### src/rtl/fifo_wr_arbiter_pkg.sv
// Shared types and defaults for the FIFO write arbiter and its round-robin picker.
// Holds the FSM encoding and the default NREQ/DW/MAX_BURST constants.
package fifo_wr_arbiter_pkg;

    typedef enum logic {
        IDLE  = 1'b0,
        BURST = 1'b1
    } state_t;

    localparam int NREQ_DEF      = 4;
    localparam int DW_DEF        = 8;
    localparam int MAX_BURST_DEF = 4;

    // Beat counter width covers the full 1..15 MAX_BURST range.
    localparam int BEAT_W = 4;

    function automatic int idx_w(input int n);
        return (n > 1) ? $clog2(n) : 1;
    endfunction

endpackage

### src/rtl/fifo_wr_arbiter_rr_pick.sv
// Round-robin picker: lowest requesting index at or above ptr, wrapping at NREQ.
// Purely combinational; no backpressure.
module rr_pick
    import fifo_wr_arbiter_pkg::*;
#(
    parameter int NREQ = NREQ_DEF,
    parameter int PW   = idx_w(NREQ)
) (
    input  logic [NREQ-1:0] req,
    input  logic [PW-1:0]   ptr,
    output logic [NREQ-1:0] onehot,
    output logic [PW-1:0]   index,
    output logic            any
);

    int j;

    always_comb begin
        onehot = '0;
        index  = '0;
        any    = 1'b0;
        j      = 0;
        for (int k = 0; k < NREQ; k++) begin
            j = int'(ptr) + k;
            if (j >= NREQ) j = j - NREQ;
            if (!any && req[j]) begin
                any       = 1'b1;
                onehot[j] = 1'b1;
                index     = PW'(j);
            end
        end
    end

endmodule

### src/rtl/fifo_wr_arbiter.sv
// Round-robin arbiter granting one requester a burst of up to MAX_BURST FIFO writes.
// req-to-gnt latency 1 cycle; fifo_full stalls the burst in place, grant and beat count held.
module fifo_wr_arbiter
    import fifo_wr_arbiter_pkg::*;
#(
    parameter int NREQ      = NREQ_DEF,
    parameter int DW        = DW_DEF,
    parameter int MAX_BURST = MAX_BURST_DEF
) (
    input  logic               clk,
    input  logic               nrst,
    input  logic [NREQ-1:0]    req,
    input  logic [NREQ*DW-1:0] wdata,
    output logic [NREQ-1:0]    gnt,
    input  logic               fifo_full,
    output logic               fifo_wen,
    output logic [DW-1:0]      fifo_wdata,
    output logic               busy
);

    localparam int PW = idx_w(NREQ);

    state_t            state;
    logic [PW-1:0]     ptr;
    logic [PW-1:0]     winner;
    logic [PW-1:0]     ptr_next;
    logic [BEAT_W-1:0] beat;
    logic              last_beat;
    logic [NREQ-1:0]   pick_onehot;
    logic [PW-1:0]     pick_index;
    logic              pick_any;

    rr_pick #(.NREQ(NREQ), .PW(PW)) u_pick (
        .req    (req),
        .ptr    (ptr),
        .onehot (pick_onehot),
        .index  (pick_index),
        .any    (pick_any)
    );

    // gnt is zero outside BURST, so this also keeps the FIFO quiet when idle.
    assign fifo_wen = (|(gnt & req)) & ~fifo_full;

    always_comb begin
        fifo_wdata = '0;
        for (int i = 0; i < NREQ; i++) begin
            if (gnt[i]) fifo_wdata = fifo_wdata | wdata[i*DW +: DW];
        end
    end

    assign busy      = (state == BURST);
    assign ptr_next  = (winner == PW'(NREQ-1)) ? '0 : winner + PW'(1);
    assign last_beat = (beat == BEAT_W'(MAX_BURST-1));

    always_ff @(posedge clk or negedge nrst) begin
        if (!nrst) begin
            state  <= IDLE;
            gnt    <= '0;
            ptr    <= '0;
            winner <= '0;
            beat   <= '0;
        end else begin
            case (state)
                IDLE: begin
                    if (pick_any) begin
                        gnt    <= pick_onehot;
                        winner <= pick_index;
                        beat   <= '0;
                        state  <= BURST;
                    end
                end
                BURST: begin
                    // A dropped request ends the burst without a write; a stall keeps everything.
                    if (!req[winner] || (fifo_wen && last_beat)) begin
                        gnt   <= '0;
                        ptr   <= ptr_next;
                        beat  <= '0;
                        state <= IDLE;
                    end else if (fifo_wen) begin
                        beat <= beat + BEAT_W'(1);
                    end
                end
                default: state <= IDLE;
            endcase
        end
    end

endmodule

### config.mk
export PLATFORM = sky130hd
export DESIGN_NAME = fifo_wr_arbiter
export DESIGN_NICKNAME = d
export VERILOG_FILES = /design/src/rtl/fifo_wr_arbiter_pkg.sv /design/src/rtl/fifo_wr_arbiter_rr_pick.sv /design/src/rtl/fifo_wr_arbiter.sv
export SDC_FILE = /design/constraint.sdc
export NUM_CORES = 1
export LEC_CHECK = 0
export CAP_MARGIN = 40
export CORE_MARGIN = 8
export CORE_UTILIZATION = 44
export CTS_BUF_LIST = sky130_fd_sc_hd__clkbuf_8
export CTS_CLUSTER_SIZE = 10
export DETAILED_ROUTE_END_ITERATION = 8
export PLACE_DENSITY = 0.82
export SYNTH_ARGS = -nofsm -noshare
export SYNTH_HDL_FRONTEND = slang
export SYNTH_SLANG_ARGS = --single-unit
### constraint.sdc
create_clock -name clk -period 7.2 [get_ports clk]
set_input_delay 0.72 -clock clk [delete_from_list [all_inputs] [get_ports clk]]
set_output_delay 0.72 -clock clk [all_outputs]
set_load 0.05 [all_outputs]
==> metrics.txt, run 1 <==
flip-flop and latch count after synthesis=13; setup tns final=0 ps; library cells used by synthesis=35; total power=843 uW; Ports=53; max-slew violations=0; average cell area after synthesis=roughly 8.7 sq um; GP Congestion=about 0.84; sequential area share after synthesis=0.235; most frequent cells in the layout=clkdlybuf4s50_1, a22oi_1, nand2_1; post-route cell area=1930 sq um; ant diodes=0; RSZ-0062 raised after global routing=no; H-tree depth=1; Clock Path Buffers=2; full die area=5200 sq um; Initial Utilization=0.457; fin crit period=3460 ps; Max Fclk=0.289 GHz; TritonRoute pass-1 iters=4; final setup fails=0; Post-CTS Setup Repair Bufs=0; critical path capture point type=output pin; drt wl/cell=between 15 and 20 um; final hold viol count=0; Worst setup SP type=input pin; Via density=6.05; maxcap violations=0; Final ANT Viol Nets=0; Buffers on Ports=52; Clock transition at path regs=50 ps; CP Class=in2out; WP data arrival=between 2000 and 3000 ps; Pleak=0.764 nW; Final nets=248; DRC=0; most common cell after layout, fill and taps aside=clkdlybuf4s50_1; WP data required=roughly 6500 ps; Placeable Area=3030 sq um; final period utilization=0.480; initial antenna violation count=0; CTS tree=yes; Post-CTS Hold Buffers=0; cell area after synthesis=1390 sq um; min-delay worst type=reg2reg; Synth Instances=160; share of cells above drive strength 1=0.104; CTS resizes=0; Die X=72.1 um; GRT Overall Usage=0.163; outcome=finished, final reports clean; Std-Cell Rows=20; GRT overflow=0; Layout area overhead=39.2%; HPWL Detailed=between 3000 and 4000 um; cell area power density=437 nW/um^2; largest net degree at the start of global routing=24; drt initial violations=70; Slew HR=0.510; Worst-Margin Slew=736 ps; Placed Area=1880 sq um; clock buffer count from CTS=3; clk_lat worst skew=240 ps; yosys warns=0; global-route wire length before repair=between 6000 and 7000 um; vias=1488; Crit Path Max Fanout=13; Clock Tree Root=clkbuf_8; CTS Sinks=13; die height=72.1 um; final WL=4170 um; number of global-route vias before repair=1476; VDD IR max=0.000269 V; synthesized net count=205; Worst Skew=2.19 ps; final core utilization=0.637
-- area by class of cell --
class | instances | area (sq um)
well taps | 44 | 55.1
flip-flops and latches | 13 | 325
clock inverters | 1 | 5.00
clock buffers | 3 | 41.3
fillers | 256 | 1100
repair buffers | 52 | 520
inverters | 7 | 26.3
multi-input cells | 126 | 955
-- critical path, cell delays in order --
cell and delay (ps):
clkdlybuf4s50_1 710, a22oi_1 180, a21o_1 250, inv_1 80, clkdlybuf4s50_1 800
-- synthesized netlist by cell type (all sizes together) --
master / n / area (sq um)
a221oi: 4 / 35.0
inv: 7 / 26.3
nor2b: 4 / 25.0
a211oi: 5 / 37.5
o22a: 1 / 8.76
a31oi: 1 / 6.26
a21o: 2 / 15.0
o31ai: 1 / 7.51
nand3: 7 / 35.0
nand2b: 5 / 31.3
o2bb2ai: 3 / 26.3
clkbuf: 3 / 11.3
o21ai: 11 / 55.1
nor2: 2 / 7.51
buf: 11 / 67.6
nand4: 1 / 6.26
o211ai: 1 / 7.51
mux4: 5 / 113
and2: 5 / 32.5
a22oi: 28 / 210
a21oi: 3 / 15.0
or2: 1 / 6.26
nand2: 14 / 52.6
ha: 6 / 75.1
nor3: 5 / 30.0
and3: 1 / 6.26
or3b: 1 / 8.76
mux2: 7 / 78.8
mux2i: 1 / 10.0
dfrtp: 13 / 325
nor4: 1 / 12.5
-- logic make-up (layout without fill, tap and decap cells) --
family	Yosys count	in the layout	synth area share
muxes	13	13	0.145
adders and majority gates	6	6	0.0542
AOI/OAI and AO/OA	60	60	0.306
DFF	13	13	0.235
and+or+nand+nor	47	47	0.183
buffers and inverters	21	63	0.0759
-- registers in the layout, summed over array words and instances (netlist names) --
name	cells
busy	1
gnt	4
winner	2
beat	4
ptr	2
-- stage by stage --
step | instances | worst slack (ps) | hold slack, ps
after floorplan | 160 | 4420 | 424
after global placement | 242 | 3800 | 502
after detailed placement | 242 | 3760 | 540
after global routing | 246 | 3630 | 582
after CTS | 246 | 3750 | 551
final | 246 | 3740 | 545
-- metal layers --
metal | up-vias | share of wire | wire length (um) | GRT usage
met5 | - | 0 | 0 | 0
met4 | 0 | 0.017 | 72 | 0.0476
met3 | 10 | 0.093 | 390 | 0.0482
met2 | 68 | 0.46 | 1920 | 0.274
met1 | 706 | 0.43 | 1790 | 0.194
li1 | 704 | - | - | -
-- worst paths after layout --
kind,start,depth (start not counted),slack [ps],to
setup reg to reg,ptr[0],7,4100,winner[1]
hold reg to reg,beat[0],1,540,beat[0]
hold / removal,beat[0],1,540,beat[0]
setup / recovery,req[0],5,3740,fifo_wen
max in group asynchronous,nrst,1,6010,beat[3]
min in group asynchronous,nrst,1,830,busy
-- power by group --
group          internal [mW]  switching (mW)  leakage [nW]
combinational          0.253           0.358         0.572
sequential            0.0989          0.0713         0.167
clock                 0.0381          0.0245        0.0255
total                  0.390           0.453         0.764
No activity file was read; power rests on OpenSTA's default activity.
==> run 2: changes to the inputs <==
--- a/config.mk
+++ b/config.mk
@@ -7,11 +7,11 @@
 export LEC_CHECK = 0
 export CAP_MARGIN = 40
 export CORE_MARGIN = 8
-export CORE_UTILIZATION = 44
+export CORE_UTILIZATION = 41
 export CTS_BUF_LIST = sky130_fd_sc_hd__clkbuf_8
 export CTS_CLUSTER_SIZE = 10
 export DETAILED_ROUTE_END_ITERATION = 8
-export PLACE_DENSITY = 0.82
+export PLACE_DENSITY = 0.81
 export SYNTH_ARGS = -nofsm -noshare
 export SYNTH_HDL_FRONTEND = slang
 export SYNTH_SLANG_ARGS = --single-unit
==> constraint.sdc (replaced) <==
create_clock -name clk -period 2.8 [get_ports clk]
set_input_delay 0.28 -clock clk [delete_from_list [all_inputs] [get_ports clk]]
set_output_delay 0.28 -clock clk [all_outputs]
set_load 0.05 [all_outputs]
==> run 2 against run 1 <==
Non-clock buffer count grew 5. Clock skew grew 1.8 ps. Largest cell class unchanged. Largest power group unchanged. Critical path type is now reg2reg. Total power grew to 2.6 times the previous value. First-iteration DRC count shrank 2.9%.
==> metrics.txt, run 2 (synthesized netlist as in run 1, its figures left out) <==
Reg-to-Reg Start=ptr[1]; Via density=5.66 (-6.5%); vias=1431 (-3.8%); initial antenna violation count=0 (unchanged); hold_ws=421 ps (-124 ps); CP Class=reg2reg; CTS resizes=0 (unchanged); Buffers on Ports=52 (unchanged); die height=74.1 um (+2.8%); reg2reg path depth=7 (unchanged); CTS Sinks=13 (unchanged); H-tree depth=1 (unchanged); GP Congestion=0.930 (+11%); Routed met2 length=1970 um (+2.5%); WP data arrival=2620 ps (-120 ps); cell area power density=1110 nW/um^2 (+150%); final setup fails=0 (unchanged); Clock Path Buffers=2 (unchanged); Post-CTS Setup Repair Bufs=0 (unchanged); CP Cell Sequence=inv_1 > ha_1 > mux4_2 > nor4_2 > or2_2 > inv_1 > o22a_1; WP data required=2930 ps (-3550 ps); drt wl/cell=16.6 um (-2.3%); Final ANT Viol Nets=0 (unchanged); # fillers=293 (+14%); top sig layer=met3; slowest cell delay on critical path=630 ps (-170 ps); most frequent cells in the layout=clkdlybuf4s50_1, a22oi_1, nand2_1; drt initial violations=68 (-2.9%); Placeable Area=3280 sq um (+8.5%); Pleak=0.791 nW (+3.5%); share of cells above drive strength 1=0.126 (+0.0216); clock buffer count from CTS=3 (unchanged); largest net degree at the start of global routing=23 (-4.2%); ant diodes=0 (unchanged); final WL=4190 um (+0.46%); Clock transition at path regs=50 ps (about the same); CTS tree=yes; setup tns final=0 ps (unchanged); Slew HR=0.595 (+0.0859); DP Worst Slack=261 ps (-3490 ps); VDD IR max=0.000730 V (+170%); RSZ-0062 raised after global routing=no; CP most frequent cell=inv_1; outcome=finished, final reports clean; Worst setup SP type=register; global-route wire length before repair=6470 um (-7.6%); Die X=74.1 um (+2.8%); critical path capture point type=register; Ports=53 (unchanged); Layout area overhead=41.8%; DRC=0 (unchanged); Critical Path Slowest Stage Cell=mux4_2; final hold viol count=0 (unchanged); Worst-Margin Slew=605 ps (-131 ps); Met3 Routed Length=370 um (-5.1%); R2R setup slack=310 ps (-3790 ps); GRT overflow=0 (unchanged); Clock Tree Root=clkbuf_8; Worst Skew=4.00 ps (+1.81 ps); Std-Cell Rows=21 (+5.0%); full die area=5490 sq um (+5.7%); max-slew violations=0 (unchanged); biggest regs=beat x4, gnt x4; number of global-route vias before repair=1327 (-10%); GRT Overall Usage=0.146 (-0.0165); Placed Cells=249 (+2.9%); reg2reg end=winner[1]; min-delay worst type=in2async; Initial Utilization=0.422 (-0.0357); final period utilization=0.890; most common cell after layout, fill and taps aside=clkdlybuf4s50_1; Crit Path Max Fanout=12 (-1); clk_lat worst skew=240 ps (about the same); fin crit period=2490 ps; Setup crit start=ptr[1]; DRT met1 WL=1860 um (+3.5%); setup ws final=308 ps (-3430 ps); Max Fclk=0.401 GHz; HPWL Detailed=3340 um (about the same); Final nets=253 (+2.0%); TritonRoute pass-1 iters=5 (+1); maxcap violations=0 (unchanged); Post-Layout Cell Count=253 (+2.8%); Post-CTS Hold Buffers=0 (unchanged)
[run 2: cell count changes in the layout (fill, tap and decap cells not counted), sizes merged]
| cell | delta |
|---|---|
| clkinv | -1 |
| inv | +1 |
| clkdlybuf4s50 | -1 |
| buf | +6 |
[run 2: how the worst max path moves through the flow]
stage | endpoint | slack (ps) | cells after the start
2_1_floorplan | winner[1] | 20 | 10
3_3_place_gp | winner[1] | 330 | 6
3_5_place_dp | winner[1] | 260 | 6
4_1_cts | winner[1] | 320 | 7
5_1_grt | winner[1] | 180 | 7
6_report | winner[1] | 310 | 7
[run 2: routing by layer]
metal | global-route usage | up-vias
li1 | - | 713
met5 | 0 | -
met4 | 0.0133 | 0
met1 | 0.191 | 665
met2 | 0.237 | 53
met3 | 0.0445 | 0
[run 2: final cells by class]
class | count | area, sq um | area share
tap | 46 | 57.6 | 0.0293
inverter | 7 | 26.3 | 0.0134
timing repair buffer | 57 | 556 | 0.283
sequential | 13 | 325 | 0.166
multi-input combinational | 126 | 955 | 0.486
clock buffer | 3 | 41.3 | 0.0210
clock inverter | 1 | 3.75 | 0.00191
[run 2: per-stage QoR]
step | util | total power [mW] | cell area (sq um)
final | 0.598 | 2.19 | 1960
after global routing | 0.598 | 2.34 | 1960
after floorplan | - | 1.61 | 1390
after detailed placement | 0.584 | 2.03 | 1920
after CTS | 0.598 | 2.19 | 1960
after global placement | 0.584 | 2.01 | 1920
[run 2: power breakdown]
part | leakage [nW] | switching [mW] | internal, mW | total [mW]
Combinational | 0.597 | 0.973 | 0.678 | 1.65
Clock | 0.0269 | 0.0632 | 0.0966 | 0.160
Sequential | 0.167 | 0.120 | 0.256 | 0.376
[run 2: worst max-delay path: cells and delay by family (launching register included)]
kind / cells / cell delay (ps)
mux: 1 / 630
compound gates: 1 / 190
flops: 1 / 330
fa+ha+maj: 1 / 450
buf+inv: 2 / 180
simple gates: 2 / 600
==> run 3: changes to the inputs <==
--- a/config.mk
+++ b/config.mk
@@ -8,7 +8,7 @@
 export CAP_MARGIN = 40
 export CORE_MARGIN = 8
 export CORE_UTILIZATION = 41
-export CTS_BUF_LIST = sky130_fd_sc_hd__clkbuf_8
+export CTS_BUF_LIST = sky130_fd_sc_hd__clkbuf_4
 export CTS_CLUSTER_SIZE = 10
 export DETAILED_ROUTE_END_ITERATION = 8
 export PLACE_DENSITY = 0.81
==> run 3 against run 2 <==
Combinational power barely moved. Die area did not move. Global-route usage barely moved. First-iteration DRC count rose by 10%. Clock power fell by 24%. Via count barely moved. Highest routed layer is now met4.
==> metrics.txt, run 3 (synthesized netlist as in run 1, its figures left out) <==
final setup fails=0 (unchanged); setup tns final=0 ps (unchanged); max-slew violations=0 (unchanged); Worst Skew=9.18 ps (+5.18 ps); initial antenna violation count=0 (unchanged); Die X=74.1 um (unchanged); drt wl/cell=16.5 um (-0.19%); GP Congestion=0.930 (unchanged); Worst setup SP type=register; Routed met2 length=1930 um (-1.8%); Ports=53 (unchanged); min-delay worst type=in2async; drt initial violations=75 (+10%); final period utilization=0.887 (-0.00283); Worst-Margin Slew=583 ps (-21.7 ps); clock buffer count from CTS=3 (unchanged); Post-CTS Setup Repair Bufs=0 (unchanged); R2R setup slack=320 ps (about the same); Placeable Area=3280 sq um (unchanged); Clock Path Buffers=2 (unchanged); DRC=0 (unchanged); CP Class=reg2reg; top sig layer=met4; fin crit period=2480 ps (-7.92 ps); DRT met1 WL=1820 um (-1.7%); Met3 Routed Length=426 um (+15%); number of global-route vias before repair=1326 (-0.075%); most common cell after layout, fill and taps aside=clkdlybuf4s50_1; Final nets=253 (unchanged); Initial Utilization=0.422 (unchanged); CTS Sinks=13 (unchanged); Final ANT Viol Nets=0 (unchanged); Via density=5.65 (about the same); ant diodes=0 (unchanged); Buffers on Ports=52 (unchanged); Post-CTS Hold Buffers=0 (unchanged); CTS resizes=0 (unchanged); Crit Path Max Fanout=12 (unchanged); HPWL Detailed=3340 um (unchanged); H-tree depth=1 (unchanged); Setup crit start=ptr[1]; RSZ-0062 raised after global routing=no; GRT overflow=0 (unchanged); most frequent cells in the layout=clkdlybuf4s50_1, a22oi_1, nand2_1; share of cells above drive strength 1=0.130 (+0.00483); vias=1430 (-0.070%); global-route wire length before repair=6500 um (+0.53%); maxcap violations=0 (unchanged); critical path capture point type=register; Setup crit end=winner[1]; WP data arrival=2650 ps (+30 ps); final hold viol count=0 (unchanged); Clock transition at path regs=80 ps (+30 ps); reg2reg path depth=7 (unchanged); final core utilization=0.594 (-0.00457); final WL=4190 um (-0.19%); Clock Tree Root=clkbuf_4; clk_lat worst skew=270 ps (+30 ps); cell area power density=1100 nW/um^2 (-0.85%); reg2reg end=winner[1]; WP data required=2970 ps (+40 ps); full die area=5490 sq um (unchanged); Reg-to-Reg Start=ptr[1]; TritonRoute pass-1 iters=5 (unchanged); CTS tree=yes; Slew HR=0.610 (+0.0145); VDD IR max=0.000729 V (-0.12%); Std-Cell Rows=21 (unchanged); GRT Overall Usage=0.146 (+0.000279); Pleak=0.782 nW (-1.1%); biggest regs=beat x4, gnt x4; Max Fclk=0.403 GHz (+0.32%); die height=74.1 um (unchanged); Layout area overhead=40.7%; largest net degree at the start of global routing=23 (unchanged); outcome=finished, final reports clean
## run 3: changes by cell type in the layout (fill, tap and decap cells not counted)
cell and change:
inv_1 -1, clkbuf_4 +4, clkbuf_8 -3
## run 3: layout make-up
cell class                      count  area [sq um]
Timing Repair Buffer               57           556
Inverter                            7          26.3
Multi-Input combinational cell    126           955
Sequential cell                    13           325
Tap cell                           46          57.6
Fill cell                         295          1340
Clock buffer                        4          30.0
## run 3: worst min-delay path by stage
stage	cells past startpoint	from	to
floorplan	0	nrst	beat[0]
finish	1	nrst	gnt[0]
CTS	1	nrst	gnt[0]
global route	1	nrst	gnt[3]
detailed placement	1	beat[1]	beat[1]
global placement	1	beat[1]	beat[1]
## run 3: metal layers
layer | up-vias | global-route usage
met5 | - | 0
met3 | 2 | 0.0404
met2 | 61 | 0.234
met1 | 661 | 0.197
met4 | 0 | 0.0133
li1 | 706 | -
## run 3: worst max-delay path: stages (launching register included)
cell     delay (ps)
dfrtp_1         340
inv_1           110
ha_1            450
mux4_2          630
nor4_2          320
or2_2           280
inv_1            70
o22a_1          190
## run 3: stage by stage
stage	instance area, sq um	hold WS, ps	total power [mW]	instances	worst slack (ps)
6_report	1950	373	2.15	253	316
4_1_cts	1950	400	2.15	253	318
3_3_place_gp	1920	510	2.01	249	334
5_1_grt	1950	443	2.30	253	182
2_1_floorplan	1390	-15.6	1.61	160	19.3
3_5_place_dp	1920	521	2.03	249	261
## run 3: power by group
group | switching (mW) | internal [mW]
Sequential | 0.120 | 0.255
Combinational | 0.976 | 0.679
Clock | 0.0572 | 0.0648
Total | 1.15 | 0.998
